$ cat config.mk
export PLATFORM = sky130hd
export DESIGN_NAME = iob_wb_arbiter_flat
export DESIGN_NICKNAME = d
export VERILOG_FILES = /design/src/rtl/iob_wb_arbiter_pkg.sv /design/src/rtl/iob_wb_arbiter_if.sv /design/src/rtl/iob_rr_arbiter.sv /design/src/rtl/iob_wb_arbiter.sv /design/src/flat_wrapper.sv
export SDC_FILE = /design/constraint.sdc
export NUM_CORES = 1
export LEC_CHECK = 0
export CAP_MARGIN = 20
export CORE_MARGIN = 5
export CORE_UTILIZATION = 41
export CTS_CLUSTER_DIAMETER = 200
export DETAILED_ROUTE_END_ITERATION = 8
export PLACE_DENSITY = 0.88
export RECOVER_POWER = 25
export SYNTH_ARGS = -nofsm -noshare
export SYNTH_HDL_FRONTEND = slang
export SYNTH_SLANG_ARGS = --single-unit
export TNS_END_PERCENT = 20
$ cat constraint.sdc
create_clock -name clk_i -period 2.4 [get_ports clk_i]
set_input_delay 0.24 -clock clk_i [delete_from_list [all_inputs] [get_ports clk_i]]
set_output_delay 0.24 -clock clk_i [all_outputs]
set_load 0.005 [all_outputs]
$ cat src/rtl/iob_wb_arbiter_pkg.sv
// Shared definitions for the Wishbone-to-IOb round-robin arbiter:
// FSM state encoding, the supported master count and an index-width helper.
package iob_wb_arbiter_pkg;

  localparam int MAX_MASTERS = 8;

  typedef enum logic [1:0] {
    ST_IDLE = 2'd0,
    ST_REQ  = 2'd1,
    ST_WAIT = 2'd2,
    ST_RESP = 2'd3
  } state_e;

  // Bits needed to hold a master index; never narrower than one bit.
  function automatic int idx_width(input int n);
    return (n > 1) ? $clog2(n) : 1;
  endfunction

endpackage

$ cat src/rtl/iob_wb_arbiter_if.sv
// Bus bundle between N Wishbone masters, the arbiter and one IOb slave.
// Signal suffixes are from the arbiter's point of view. The arbiter is the
// Wishbone slave, so it uses the "slave" modport. The surrounding system
// (the masters plus the IOb slave) uses the "master" modport.
interface iob_wb_arbiter_if #(
  parameter int N_MASTERS = 2,
  parameter int ADDR_W    = 32,
  parameter int DATA_W    = 32
);
  logic [N_MASTERS*ADDR_W-1:0]     wb_adr_i;
  logic [N_MASTERS*DATA_W-1:0]     wb_dat_i;
  logic [N_MASTERS*(DATA_W/8)-1:0] wb_sel_i;
  logic [N_MASTERS-1:0]            wb_we_i;
  logic [N_MASTERS-1:0]            wb_cyc_i;
  logic [N_MASTERS-1:0]            wb_stb_i;
  logic [DATA_W-1:0]               wb_dat_o;
  logic [N_MASTERS-1:0]            wb_ack_o;
  logic [N_MASTERS-1:0]            wb_err_o;
  logic                            valid_o;
  logic [ADDR_W-1:0]               address_o;
  logic [DATA_W-1:0]               wdata_o;
  logic [DATA_W/8-1:0]             wstrb_o;
  logic [DATA_W-1:0]               rdata_i;
  logic                            ready_i;
  logic [N_MASTERS-1:0]            grant_o;

  modport slave (
    input  wb_adr_i, wb_dat_i, wb_sel_i, wb_we_i, wb_cyc_i, wb_stb_i,
    input  rdata_i, ready_i,
    output wb_dat_o, wb_ack_o, wb_err_o,
    output valid_o, address_o, wdata_o, wstrb_o, grant_o
  );

  modport master (
    output wb_adr_i, wb_dat_i, wb_sel_i, wb_we_i, wb_cyc_i, wb_stb_i,
    output rdata_i, ready_i,
    input  wb_dat_o, wb_ack_o, wb_err_o,
    input  valid_o, address_o, wdata_o, wstrb_o, grant_o
  );
endinterface

$ cat src/rtl/iob_rr_arbiter.sv
// Combinational round-robin pick. The search starts one past last_i and
// wraps, and the first active request wins. A one-hot grant is returned.
module iob_rr_arbiter #(
  parameter int N_MASTERS = 2,
  parameter int IDX_W     = 1
) (
  input  logic [N_MASTERS-1:0] req_i,
  input  logic [IDX_W-1:0]     last_i,
  output logic [N_MASTERS-1:0] grant_o,
  output logic                 valid_o
);

  // Walk the masters in rotated order and keep the first requester.
  always_comb begin
    int idx;
    logic [IDX_W-1:0] sel;
    grant_o = '0;
    valid_o = 1'b0;
    idx     = 0;
    sel     = '0;
    for (int i = 1; i <= N_MASTERS; i++) begin
      idx = int'(last_i) + i;
      if (idx >= N_MASTERS) idx = idx - N_MASTERS;
      sel = IDX_W'(idx);
      if (!valid_o && req_i[sel]) begin
        grant_o[sel] = 1'b1;
        valid_o      = 1'b1;
      end
    end
  end

endmodule

$ cat src/rtl/iob_wb_arbiter.sv
// Round-robin arbiter that shares one IOb slave between N Wishbone masters.
// Every output is registered.
// Optional watchdog: define IOB_WB_ARB_TIMEOUT_EN to end a stalled IOb
// transaction with wb_err_o after TIMEOUT_CYCLES cycles in REQ/WAIT.
//
// state   | meaning
// IDLE    | no transaction; arbitrate and latch the winner's request
// REQ     | valid_o pulse to the IOb slave; ready_i may arrive here
// WAIT    | request held stable until ready_i (or the watchdog fires)
// RESP    | ack/err pulse to the granted master; grant released
module iob_wb_arbiter
  import iob_wb_arbiter_pkg::*;
#(
  parameter int N_MASTERS      = 2,
  parameter int ADDR_W         = 32,
  parameter int DATA_W         = 32,
  parameter int TIMEOUT_CYCLES = 255
) (
  input  logic            clk_i,
  input  logic            rstn_i,
  iob_wb_arbiter_if.slave bus_if
);

  localparam int IW = idx_width(N_MASTERS);
  localparam int SW = DATA_W / 8;

  if (N_MASTERS < 2 || N_MASTERS > MAX_MASTERS) begin : g_bad_n
    $error("iob_wb_arbiter: N_MASTERS out of range");
  end

  state_e               state_q, state_d;
  logic [N_MASTERS-1:0] grant_q, grant_d, ack_q, ack_d;
  logic [N_MASTERS-1:0] req, rr_grant;
  logic                 rr_valid;
  logic [IW-1:0]        last_q, last_d, win_idx;
  logic [ADDR_W-1:0]    adr_q, adr_d, win_adr;
  logic [DATA_W-1:0]    wdat_q, wdat_d, win_dat, rdata_q, rdata_d;
  logic [SW-1:0]        strb_q, strb_d, win_strb;
  logic                 valid_q, valid_d, aband_q, aband_d;
  logic                 dropped, tmo_hit;

  assign req     = bus_if.wb_cyc_i & bus_if.wb_stb_i;
  assign dropped = ~|(grant_q & bus_if.wb_cyc_i);

  iob_rr_arbiter #(.N_MASTERS(N_MASTERS), .IDX_W(IW)) u_rr (
    .req_i   (req),
    .last_i  (last_q),
    .grant_o (rr_grant),
    .valid_o (rr_valid)
  );

  // Select the winner's index and request fields using the one-hot grant.
  always_comb begin
    win_idx  = '0;
    win_adr  = '0;
    win_dat  = '0;
    win_strb = '0;
    for (int m = 0; m < N_MASTERS; m++) begin
      if (rr_grant[m]) begin
        win_idx  = IW'(m);
        win_adr  = bus_if.wb_adr_i[m*ADDR_W +: ADDR_W];
        win_dat  = bus_if.wb_dat_i[m*DATA_W +: DATA_W];
        win_strb = bus_if.wb_we_i[m] ? bus_if.wb_sel_i[m*SW +: SW] : '0;
      end
    end
  end

`ifdef IOB_WB_ARB_TIMEOUT_EN
  localparam int CW = $clog2(TIMEOUT_CYCLES + 1);
  logic [CW-1:0]        cnt_q, cnt_d;
  logic [N_MASTERS-1:0] err_q, err_d;

  assign tmo_hit = (state_q == ST_REQ || state_q == ST_WAIT) &&
                   (cnt_q == CW'(TIMEOUT_CYCLES - 1));

  // Watchdog: clear when REQ is entered, count every REQ/WAIT cycle, and flag the granted master when it expires.
  always_comb begin
    cnt_d = cnt_q;
    err_d = '0;
    if (state_q == ST_IDLE && rr_valid) begin
      cnt_d = '0;
    end else if (state_q == ST_REQ || state_q == ST_WAIT) begin
      cnt_d = cnt_q + 1'b1;
      if (tmo_hit && !bus_if.ready_i && !(aband_q || dropped)) err_d = grant_q;
    end
  end

  // Watchdog registers.
  always_ff @(posedge clk_i) begin
    if (!rstn_i) begin
      cnt_q <= '0;
      err_q <= '0;
    end else begin
      cnt_q <= cnt_d;
      err_q <= err_d;
    end
  end

  assign bus_if.wb_err_o = err_q;
`else
  localparam int unused_timeout_cycles = TIMEOUT_CYCLES;
  assign tmo_hit         = 1'b0;
  assign bus_if.wb_err_o = '0;
`endif

  // Next-state logic and datapath updates for the request/response FSM.
  always_comb begin
    state_d = state_q;
    grant_d = grant_q;
    last_d  = last_q;
    adr_d   = adr_q;
    wdat_d  = wdat_q;
    strb_d  = strb_q;
    rdata_d = rdata_q;
    aband_d = aband_q;
    valid_d = 1'b0;
    ack_d   = '0;
    unique case (state_q)
      ST_IDLE: begin
        if (rr_valid) begin
          state_d = ST_REQ;
          grant_d = rr_grant;
          last_d  = win_idx;
          adr_d   = win_adr;
          wdat_d  = win_dat;
          strb_d  = win_strb;
          aband_d = 1'b0;
          valid_d = 1'b1;
        end
      end
      ST_REQ, ST_WAIT: begin
        // The IOb side always completes. A master that left its cycle only loses the ack.
        aband_d = aband_q | dropped;
        if (bus_if.ready_i) begin
          state_d = ST_RESP;
          rdata_d = bus_if.rdata_i;
          if (!(aband_q || dropped)) ack_d = grant_q;
        end else if (tmo_hit) begin
          state_d = ST_RESP;
          rdata_d = '0;
        end else begin
          state_d = ST_WAIT;
        end
      end
      ST_RESP: begin
        state_d = ST_IDLE;
        grant_d = '0;
      end
      default: state_d = ST_IDLE;
    endcase
  end

  // State and holding registers.
  always_ff @(posedge clk_i) begin
    if (!rstn_i) begin
      state_q <= ST_IDLE;
      grant_q <= '0;
      last_q  <= IW'(N_MASTERS - 1);
      adr_q   <= '0;
      wdat_q  <= '0;
      strb_q  <= '0;
      rdata_q <= '0;
      aband_q <= 1'b0;
      valid_q <= 1'b0;
      ack_q   <= '0;
    end else begin
      state_q <= state_d;
      grant_q <= grant_d;
      last_q  <= last_d;
      adr_q   <= adr_d;
      wdat_q  <= wdat_d;
      strb_q  <= strb_d;
      rdata_q <= rdata_d;
      aband_q <= aband_d;
      valid_q <= valid_d;
      ack_q   <= ack_d;
    end
  end

  assign bus_if.valid_o   = valid_q;
  assign bus_if.address_o = adr_q;
  assign bus_if.wdata_o   = wdat_q;
  assign bus_if.wstrb_o   = strb_q;
  assign bus_if.wb_dat_o  = rdata_q;
  assign bus_if.wb_ack_o  = ack_q;
  assign bus_if.grant_o   = grant_q;

endmodule

$ cat src/flat_wrapper.sv
// flat-port wrapper written by rule: the top's interface ports become plain ports
module iob_wb_arbiter_flat import iob_wb_arbiter_pkg::*;
#(
  parameter int N_MASTERS      = 2,
  parameter int ADDR_W         = 32,
  parameter int DATA_W         = 32,
  parameter int TIMEOUT_CYCLES = 255
)
  (clk_i, rstn_i, bus_if_wb_adr_i, bus_if_wb_dat_i, bus_if_wb_sel_i, bus_if_wb_we_i, bus_if_wb_cyc_i, bus_if_wb_stb_i, bus_if_rdata_i, bus_if_ready_i, bus_if_wb_dat_o, bus_if_wb_ack_o, bus_if_wb_err_o, bus_if_valid_o, bus_if_address_o, bus_if_wdata_o, bus_if_wstrb_o, bus_if_grant_o);
  iob_wb_arbiter_if #(.N_MASTERS(N_MASTERS), .ADDR_W(ADDR_W), .DATA_W(DATA_W)) bus_if_i ();
  input  logic clk_i;
  input  logic rstn_i;
  input wire logic [$bits(bus_if_i.wb_adr_i)-1:0] bus_if_wb_adr_i;
  input wire logic [$bits(bus_if_i.wb_dat_i)-1:0] bus_if_wb_dat_i;
  input wire logic [$bits(bus_if_i.wb_sel_i)-1:0] bus_if_wb_sel_i;
  input wire logic [$bits(bus_if_i.wb_we_i)-1:0] bus_if_wb_we_i;
  input wire logic [$bits(bus_if_i.wb_cyc_i)-1:0] bus_if_wb_cyc_i;
  input wire logic [$bits(bus_if_i.wb_stb_i)-1:0] bus_if_wb_stb_i;
  input wire logic [$bits(bus_if_i.rdata_i)-1:0] bus_if_rdata_i;
  input wire logic [$bits(bus_if_i.ready_i)-1:0] bus_if_ready_i;
  output wire logic [$bits(bus_if_i.wb_dat_o)-1:0] bus_if_wb_dat_o;
  output wire logic [$bits(bus_if_i.wb_ack_o)-1:0] bus_if_wb_ack_o;
  output wire logic [$bits(bus_if_i.wb_err_o)-1:0] bus_if_wb_err_o;
  output wire logic [$bits(bus_if_i.valid_o)-1:0] bus_if_valid_o;
  output wire logic [$bits(bus_if_i.address_o)-1:0] bus_if_address_o;
  output wire logic [$bits(bus_if_i.wdata_o)-1:0] bus_if_wdata_o;
  output wire logic [$bits(bus_if_i.wstrb_o)-1:0] bus_if_wstrb_o;
  output wire logic [$bits(bus_if_i.grant_o)-1:0] bus_if_grant_o;
  assign bus_if_i.wb_adr_i = bus_if_wb_adr_i;
  assign bus_if_i.wb_dat_i = bus_if_wb_dat_i;
  assign bus_if_i.wb_sel_i = bus_if_wb_sel_i;
  assign bus_if_i.wb_we_i = bus_if_wb_we_i;
  assign bus_if_i.wb_cyc_i = bus_if_wb_cyc_i;
  assign bus_if_i.wb_stb_i = bus_if_wb_stb_i;
  assign bus_if_i.rdata_i = bus_if_rdata_i;
  assign bus_if_i.ready_i = bus_if_ready_i;
  assign bus_if_wb_dat_o = bus_if_i.wb_dat_o;
  assign bus_if_wb_ack_o = bus_if_i.wb_ack_o;
  assign bus_if_wb_err_o = bus_if_i.wb_err_o;
  assign bus_if_valid_o = bus_if_i.valid_o;
  assign bus_if_address_o = bus_if_i.address_o;
  assign bus_if_wdata_o = bus_if_i.wdata_o;
  assign bus_if_wstrb_o = bus_if_i.wstrb_o;
  assign bus_if_grant_o = bus_if_i.grant_o;
  iob_wb_arbiter #(.N_MASTERS(N_MASTERS), .ADDR_W(ADDR_W), .DATA_W(DATA_W), .TIMEOUT_CYCLES(TIMEOUT_CYCLES)) u_core (.clk_i(clk_i), .rstn_i(rstn_i), .bus_if(bus_if_i));
endmodule
==> results.md, run 1 <==
- Antenna violations before repair: 0
- Row count: 40
- Setup crit start kind: register
- Die W: 119 um
- GRT Residual Overflow: 0
- Multi-input logic area: 2360 um^2
- Largest vdd supply drop: 0.000398 V
- Initial cell density of the core: 0.414
- Final core utilization: 0.676
- Area growth from synthesis to layout: 63.2%
- Fraction of power consumed by the clock network: 0.212
- Most common cell after layout, fill and taps aside: sky130_fd_sc_hd__clkdlybuf4s50_1
- Routed vias: 5599
- Startpoint of the worst-slack reg-to-reg timing path: u_core.state_q[0]
- Register share of total power: 0.358
- Mean number of vias per cell: 5.70
- Placed wire-length estimate after detailed placement: 12400 um
- Area of the core: 11900 um^2
- Buffer type at the clock tree root: sky130_fd_sc_hd__clkbuf_16
- Worst-skew pair later-pin latency: 360 ps
- Hold path start: bus_if_rdata_i[29]
- Cts repair resizes: 0
- Worst-case register-to-register setup slack: 570 ps
- Slew at the pin with the worst max-slew slack: 774 ps
- Share of the cycle needed by the critical path after routing: 0.764
- Number of non-filler instances in the completed layout: 982
- Number of search-and-repair iterations in the first detailed-routing pass: 4
- Via count of the first global-routing pass: 5330
- Routability congestion estimate: 0.834
- Post-synthesis area per instance: 8.27 um^2
- Outcome: complete, no violations
- Final period demand of the worst path: 1830 ps
- Worst r2r dst: u_core.bus_if.grant_o[1]
- Net count, final: 1009
- Required time at the endpoint of the critical path: 2660 ps
- Top library cells by usage in the layout, fill and taps aside: sky130_fd_sc_hd__clkdlybuf4s50_1, sky130_fd_sc_hd__dfxtp_1, sky130_fd_sc_hd__a21oi_1
- Total track usage: 0.244
- Worst hold margin: 424 ps
- Die area: 14300 um^2
- Largest net degree at the start of global routing: 103
- Top cells by area in the synthesized netlist: sky130_fd_sc_hd__dfxtp_1, sky130_fd_sc_hd__a21oi_1, sky130_fd_sc_hd__a311oi_1, sky130_fd_sc_hd__nand3_1, sky130_fd_sc_hd__nand2_1
- Routed Wire Length: 18100 um
- Maximum buffer depth of the clock tree: 2
- Fill cell count: 976
- Total chip power: 0.00711 W
- Maximum capacitance violations: 0
- Max Freq: 545 MHz
- Critical path class: register to register
- TritonCTS clock tree: yes
- Height of the die: 119 um
- Register bit total from synthesis: 109
- Relative max-transition margin: 0.484
- Remaining routing DRC violations: 0
- Final setup fails: 0
- Clock Pin Slew Worst Setup and Hold Paths: 80 ps
- Area of all sequential standard cells: 2180 um^2
- Number of nets with antenna violations after routing: 0
- Post-cts hold buffer count: 0
- Layout cell share with drive strength beyond 1: 0.0587
- Cell total after placement: 966
- Share of synthesized area occupied by flip-flops and latches: 0.444
- RSZ-0062 raised after global routing: no
- Number of antenna diodes: 0
- Ys Warns: 0
- Worst hold stages: 3
- Sink of the worst hold path: u_core.bus_if.wb_dat_o[29]
- Gate count of the mapped netlist: 594
- Count of pins over their slew limit: 0
- Post-CTS Setup Inserts: 0
- Clock H-tree levels: 3
- Leakage dissipation: 2.84 nW
- Worst R2R Path Depth: 5
- Pwr per Cell Area: 887 nW/um^2
- Maximum fanout along the worst path: 37
- Switching component of the power: 0.00246 W
- Combinational share of power: 0.430
- DR iter-0 viols: 478
- Proportion of netlist area held by the largest area contributor: 0.444
- Sw frac: 0.346
- # clock sinks: 109
- Critical path's slowest cell: sky130_fd_sc_hd__clkbuf_2
- Global-route wire length before repair: 28100 um
- Delay of the slowest critical-path stage: 610 ps
- WP data arrival: 2090 ps
- Inserted Clock Buffers: 9
- Internal portion of total power: 0.00465 W
- List of cells traversed by the critical path: inv_1 > ha_2 > clkbuf_2 > nand2_1 > o32ai_1
- Top Ports: 284
- Synth area leader: sky130_fd_sc_hd__dfxtp_1
- Port buffer count: 281
- Clock skew: 7.25 ps
- Routed wire length per instance: 18.5 um
- Final hold vios: 0
- Netlist area before placement: 4910 um^2
- Post-Route Setup TNS: 0 ps
- Kind of end point of the critical path: register
- Cell variety after synth: 35
- Hold WC Path Type: primary input to register
## metrics by stage
stage	area, um^2	setup WS, ps
after global routing	8020	394
final	8020	567
after floorplan	4920	885
after detailed placement	7730	396
after global placement	7730	473
after CTS	8020	740
## flip-flops by register name, summed over array words and instances (netlist names)
signal,count
u_core.bus_if.valid_o,1
u_core.state_q,2
u_core.bus_if.wdata_o,32
u_core.bus_if.wb_ack_o,2
u_core.aband_q,1
u_core.bus_if.grant_o,2
u_core.last_q,1
u_core.bus_if.wstrb_o,4
u_core.bus_if.address_o,32
u_core.bus_if.wb_dat_o,32
## worst max-delay path by stage
stage	slack, ps	start	cells after the start	to
floorplan	890	u_core.state_q[0]	7	u_core.bus_if.wb_dat_o[22]
global placement	470	bus_if_wb_cyc_i[0]	5	u_core.bus_if.address_o[6]
detailed placement	400	bus_if_wb_cyc_i[0]	5	u_core.bus_if.address_o[29]
CTS	740	bus_if_wb_cyc_i[0]	5	u_core.bus_if.address_o[15]
global route	390	u_core.state_q[1]	5	u_core.bus_if.grant_o[1]
finish	570	u_core.state_q[0]	5	u_core.bus_if.grant_o[1]
## cell families (layout without fill, tap and decap cells)
| logic type | count (synthesis) | in the layout | synth area share |
|---|---|---|---|
| simple gates | 159 | 159 | 0.148 |
| flops | 109 | 109 | 0.444 |
| buf+inv | 77 | 317 | 0.0787 |
| other cells | 1 | 2 | 0.000763 |
| fa+ha+maj | 2 | 2 | 0.00509 |
| compound gates | 246 | 246 | 0.323 |
## power groups by stage
stage / combinational [W] / clock (W) / sequential, W
global placement: 0.00309 / 0 / 0.00257
detailed placement: 0.00314 / 0 / 0.00259
CTS: 0.00316 / 0.00153 / 0.00256
global route: 0.00334 / 0.00160 / 0.00261
finish: 0.00306 / 0.00150 / 0.00255
floorplan: 0.00150 / 0 / 0.00262
## worst max-delay path: cells and delay by family (launching register included)
kind / cells / cell delay, ps
AO/OA/AOI/OAI: 1 / 320
adder cells (fa/ha/maj): 1 / 180
buffers and inverters: 2 / 670
AND/OR/NAND/NOR: 1 / 230
flip-flops: 1 / 330
## per-layer routing
layer | vias to the layer above | part of all wire | GRT usage
met5 | - | 0 | 0
met2 | 308 | 0.48 | 0.397
met1 | 2561 | 0.38 | 0.287
li1 | 2682 | - | -
met3 | 48 | 0.11 | 0.0864
met4 | 0 | 0.034 | 0.112
## layout make-up
type,instances,area share
Tap cell,147,0.0229
Inverter,4,0.00203
Clock inverter,5,0.00765
Multi-Input combinational cell,409,0.295
Clock buffer,11,0.0290
Timing Repair Buffer,297,0.372
Sequential cell,109,0.272
## cells in the mapped netlist
cell	count
sky130_fd_sc_hd__o311a_1	1
sky130_fd_sc_hd__nand2b_1	1
sky130_fd_sc_hd__nand4_1	4
sky130_fd_sc_hd__clkbuf_2	3
sky130_fd_sc_hd__o21ai_0	16
sky130_fd_sc_hd__and4_1	2
sky130_fd_sc_hd__a21oi_1	103
sky130_fd_sc_hd__and3_1	1
sky130_fd_sc_hd__a22oi_1	1
sky130_fd_sc_hd__o21ai_1	50
sky130_fd_sc_hd__buf_8	1
sky130_fd_sc_hd__buf_1	6
sky130_fd_sc_hd__buf_4	9
sky130_fd_sc_hd__clkbuf_1	30
sky130_fd_sc_hd__a311oi_1	57
sky130_fd_sc_hd__buf_6	3
sky130_fd_sc_hd__nor2_2	1
sky130_fd_sc_hd__dfxtp_1	109
sky130_fd_sc_hd__a311oi_2	11
sky130_fd_sc_hd__nand3_1	71
sky130_fd_sc_hd__conb_1	1
sky130_fd_sc_hd__and2_1	2
sky130_fd_sc_hd__a22o_1	1
sky130_fd_sc_hd__o211ai_1	1
sky130_fd_sc_hd__nor2_1	5
sky130_fd_sc_hd__nand2_1	70
sky130_fd_sc_hd__o32ai_1	2
sky130_fd_sc_hd__o22ai_1	1
sky130_fd_sc_hd__buf_2	21
sky130_fd_sc_hd__a22oi_2	1
sky130_fd_sc_hd__nand3b_1	1
sky130_fd_sc_hd__ha_1	2
sky130_fd_sc_hd__o221ai_1	1
sky130_fd_sc_hd__inv_1	4
sky130_fd_sc_hd__and3b_1	1
(Power assumes the default switching activity.)
==> inputs of run 2 (changes only) <==
--- a/config.mk
+++ b/config.mk
@@ -7,10 +7,10 @@
 export LEC_CHECK = 0
 export CAP_MARGIN = 20
 export CORE_MARGIN = 5
-export CORE_UTILIZATION = 41
+export CORE_UTILIZATION = 35
 export CTS_CLUSTER_DIAMETER = 200
 export DETAILED_ROUTE_END_ITERATION = 8
-export PLACE_DENSITY = 0.88
+export PLACE_DENSITY = 0.8
 export RECOVER_POWER = 25
 export SYNTH_ARGS = -nofsm -noshare
 export SYNTH_HDL_FRONTEND = slang
==> constraint.sdc (replaced) <==
create_clock -name clk_i -period 1.63 [get_ports clk_i]
set_input_delay 0.163 -clock clk_i [delete_from_list [all_inputs] [get_ports clk_i]]
set_output_delay 0.163 -clock clk_i [all_outputs]
set_load 0.005 [all_outputs]
==> run 2 against run 1 <==
Against the previous run: global-route usage fell by 3.1 points; first-iteration DRC count fell by 25%; sequential power rose by 48%; die area rose by 16%; final area rose by 3.7%; non-clock buffer count rose by 12; sequential share of layout area fell by 0.96 points; clock skew rose by 2.6 ps; utilization fell by 7.5 points; critical endpoint is now u_core.bus_if.address_o[27]; via count fell by 0.23%; power rose by 51%; cell count rose by 4.6%; largest cell class unchanged.
==> results.md, run 2 (same netlist as run 1, synthesis figures left out) <==
- Post-CTS Setup Inserts: 0 (unchanged)
- Pwr per Cell Area: 1290 nW/um^2 (+45%)
- Total chip power: 0.0107 W (+51%)
- Outcome: complete, no violations
- Initial cell density of the core: 0.355 (-0.0589)
- Setup crit start kind: primary input
- Worst r2r dst: u_core.bus_if.wb_dat_o[13]
- Number of non-filler instances in the completed layout: 1027 (+4.6%)
- Most common cell after layout, fill and taps aside: sky130_fd_sc_hd__clkdlybuf4s50_1
- Routed wire length per instance: 18.3 um (-0.93%)
- Post-Route Setup TNS: 0 ps (unchanged)
- Clock H-tree levels: 3 (unchanged)
- Capturing element of the worst setup path: u_core.bus_if.address_o[27]
- Row count: 43 (+7.5%)
- DR iter-0 viols: 360 (-25%)
- Launch point of the worst path: bus_if_wb_cyc_i[0]
- Leakage dissipation: 2.96 nW (+4.2%)
- Area of the core: 13800 um^2 (+17%)
- Largest net degree at the start of global routing: 45 (-56%)
- Max Freq: 668 MHz
- Clock skew: 9.81 ps (+2.57 ps)
- Share of the cycle needed by the critical path after routing: 0.919
- WP data arrival: 1740 ps (-350 ps)
- Worst-skew pair later-pin latency: 350 ps (about the same)
- Clock Pin Slew Worst Setup and Hold Paths: 70 ps (about the same)
- # clock sinks: 109 (unchanged)
- RSZ-0062 raised after global routing: no
- Routed vias: 5586 (-0.23%)
- Final instance area: 8310 um^2 (+3.7%)
- Mean number of vias per cell: 5.44 (-4.6%)
- Inserted Clock Buffers: 9 (unchanged)
- Top library cells by usage in the layout, fill and taps aside: sky130_fd_sc_hd__clkdlybuf4s50_1, sky130_fd_sc_hd__dfxtp_1, sky130_fd_sc_hd__a21oi_1
- Placed wire-length estimate after detailed placement: 13200 um (+5.9%)
- Number of antenna diodes: 0 (unchanged)
- Maximum fanout along the worst path: 38 (+2.7%)
- Number of nets with antenna violations after routing: 0 (unchanged)
- Kind of end point of the critical path: register
- Height of the die: 128 um (+7.5%)
- Remaining routing DRC violations: 0 (unchanged)
- Cell area after placement: 8030 um^2 (+4.0%)
- Layout cell share with drive strength beyond 1: 0.0708 (+0.0122)
- Die W: 128 um (+7.5%)
- Global-route wire length before repair: 28000 um (-0.15%)
- TritonCTS clock tree: yes
- Maximum buffer depth of the clock tree: 2 (unchanged)
- Total track usage: 0.213 (-0.0309)
- Fill cell count: 1219 (+25%)
- Required time at the endpoint of the critical path: 1880 ps (-780 ps)
- Cell total after placement: 1011 (+4.7%)
- Routed Wire Length: 18800 um (+3.6%)
- Final hold vios: 0 (unchanged)
- Critical path class: primary input to register
- Antenna violations before repair: 0 (unchanged)
- Routability congestion estimate: 0.800 (-4.1%)
- Final period demand of the worst path: 1500 ps
- Worst hold margin: 367 ps (-56.4 ps)
- Final setup fails: 0 (unchanged)
- Maximum capacitance violations: 0 (unchanged)
- Count of pins over their slew limit: 0 (unchanged)
- Via count of the first global-routing pass: 5388 (+1.1%)
- Worst-case register-to-register setup slack: 140 ps (-430 ps)
- Worst R2R Path Depth: 6 (+1)
- Port buffer count: 281 (unchanged)
- GRT Residual Overflow: 0 (unchanged)
- Die area: 16500 um^2 (+16%)
- Post-cts hold buffer count: 0 (unchanged)
- Startpoint of the worst-slack reg-to-reg timing path: u_core.state_q[1]
- Top Ports: 284 (unchanged)
- Area growth from synthesis to layout: 69.2%
- Cts repair resizes: 0 (unchanged)
- Number of search-and-repair iterations in the first detailed-routing pass: 5 (+1)
- Hold WC Path Type: primary input to register
- Net count, final: 1021 (+1.2%)
- Buffer type at the clock tree root: sky130_fd_sc_hd__clkbuf_16
- Largest vdd supply drop: 0.000781 V (+96%)
[run 2: cell types whose count changed in the layout (fill, tap and decap cells not counted), moves of 2 or more]
cell,delta
sky130_fd_sc_hd__buf_12,+14
sky130_fd_sc_hd__clkinvlp_4,-2
sky130_fd_sc_hd__clkinv_4,+2
sky130_fd_sc_hd__dlygate4sd3_1,-3
sky130_fd_sc_hd__clkdlybuf4s50_1,+3
[run 2: per-stage QoR]
| step | util | setup slack [ps] |
|---|---|---|
| finish | 0.601 | 133 |
| global route | 0.601 | 34.0 |
| CTS | 0.601 | 128 |
| detailed placement | 0.581 | -129 |
| global placement | 0.581 | -66.8 |
| floorplan | - | 115 |
[run 2: worst min path at each step]
stage | start | end | cells past startpoint
finish | bus_if_rdata_i[5] | u_core.bus_if.wb_dat_o[5] | 3
floorplan | bus_if_rdata_i[0] | u_core.bus_if.wb_dat_o[0] | 2
global route | bus_if_rdata_i[11] | u_core.bus_if.wb_dat_o[11] | 3
CTS | bus_if_rdata_i[14] | u_core.bus_if.wb_dat_o[14] | 3
detailed placement | u_core.bus_if.wb_dat_o[1] | u_core.bus_if.wb_dat_o[1] | 2
global placement | u_core.bus_if.wb_dat_o[1] | u_core.bus_if.wb_dat_o[1] | 2
[run 2: critical path, stage by stage]
cell	delay (ps)
sky130_fd_sc_hd__clkdlybuf4s50_1	590
sky130_fd_sc_hd__a22o_1	330
sky130_fd_sc_hd__buf_12	240
sky130_fd_sc_hd__a21oi_1	100
sky130_fd_sc_hd__a311oi_1	280
[run 2: area by class of cell]
class / instances / area, um^2 / share of cell area
clock buffer: 12 / 246 / 0.0297
clock inverter: 4 / 33.8 / 0.00406
inverter: 4 / 16.3 / 0.00196
multi-input combinational: 409 / 2360 / 0.284
sequential: 109 / 2180 / 0.262
tap: 180 / 225 / 0.0271
timing repair buffer: 309 / 3250 / 0.391
[run 2: report_power, final]
part	switching (W)	internal, W	leakage [nW]
sequential	0.000380	0.00339	0.896
combinational	0.00231	0.00253	1.94
clock	0.00101	0.00109	0.133
total	0.00370	0.00701	2.96
[run 2: per-layer routing]
metal,GRT usage,wire (um),vias to the layer above
met5,0,0,-
met4,0.0749,420,0
met3,0.0656,1990,29
met2,0.363,9150,280
met1,0.253,7240,2567
li1,-,-,2710
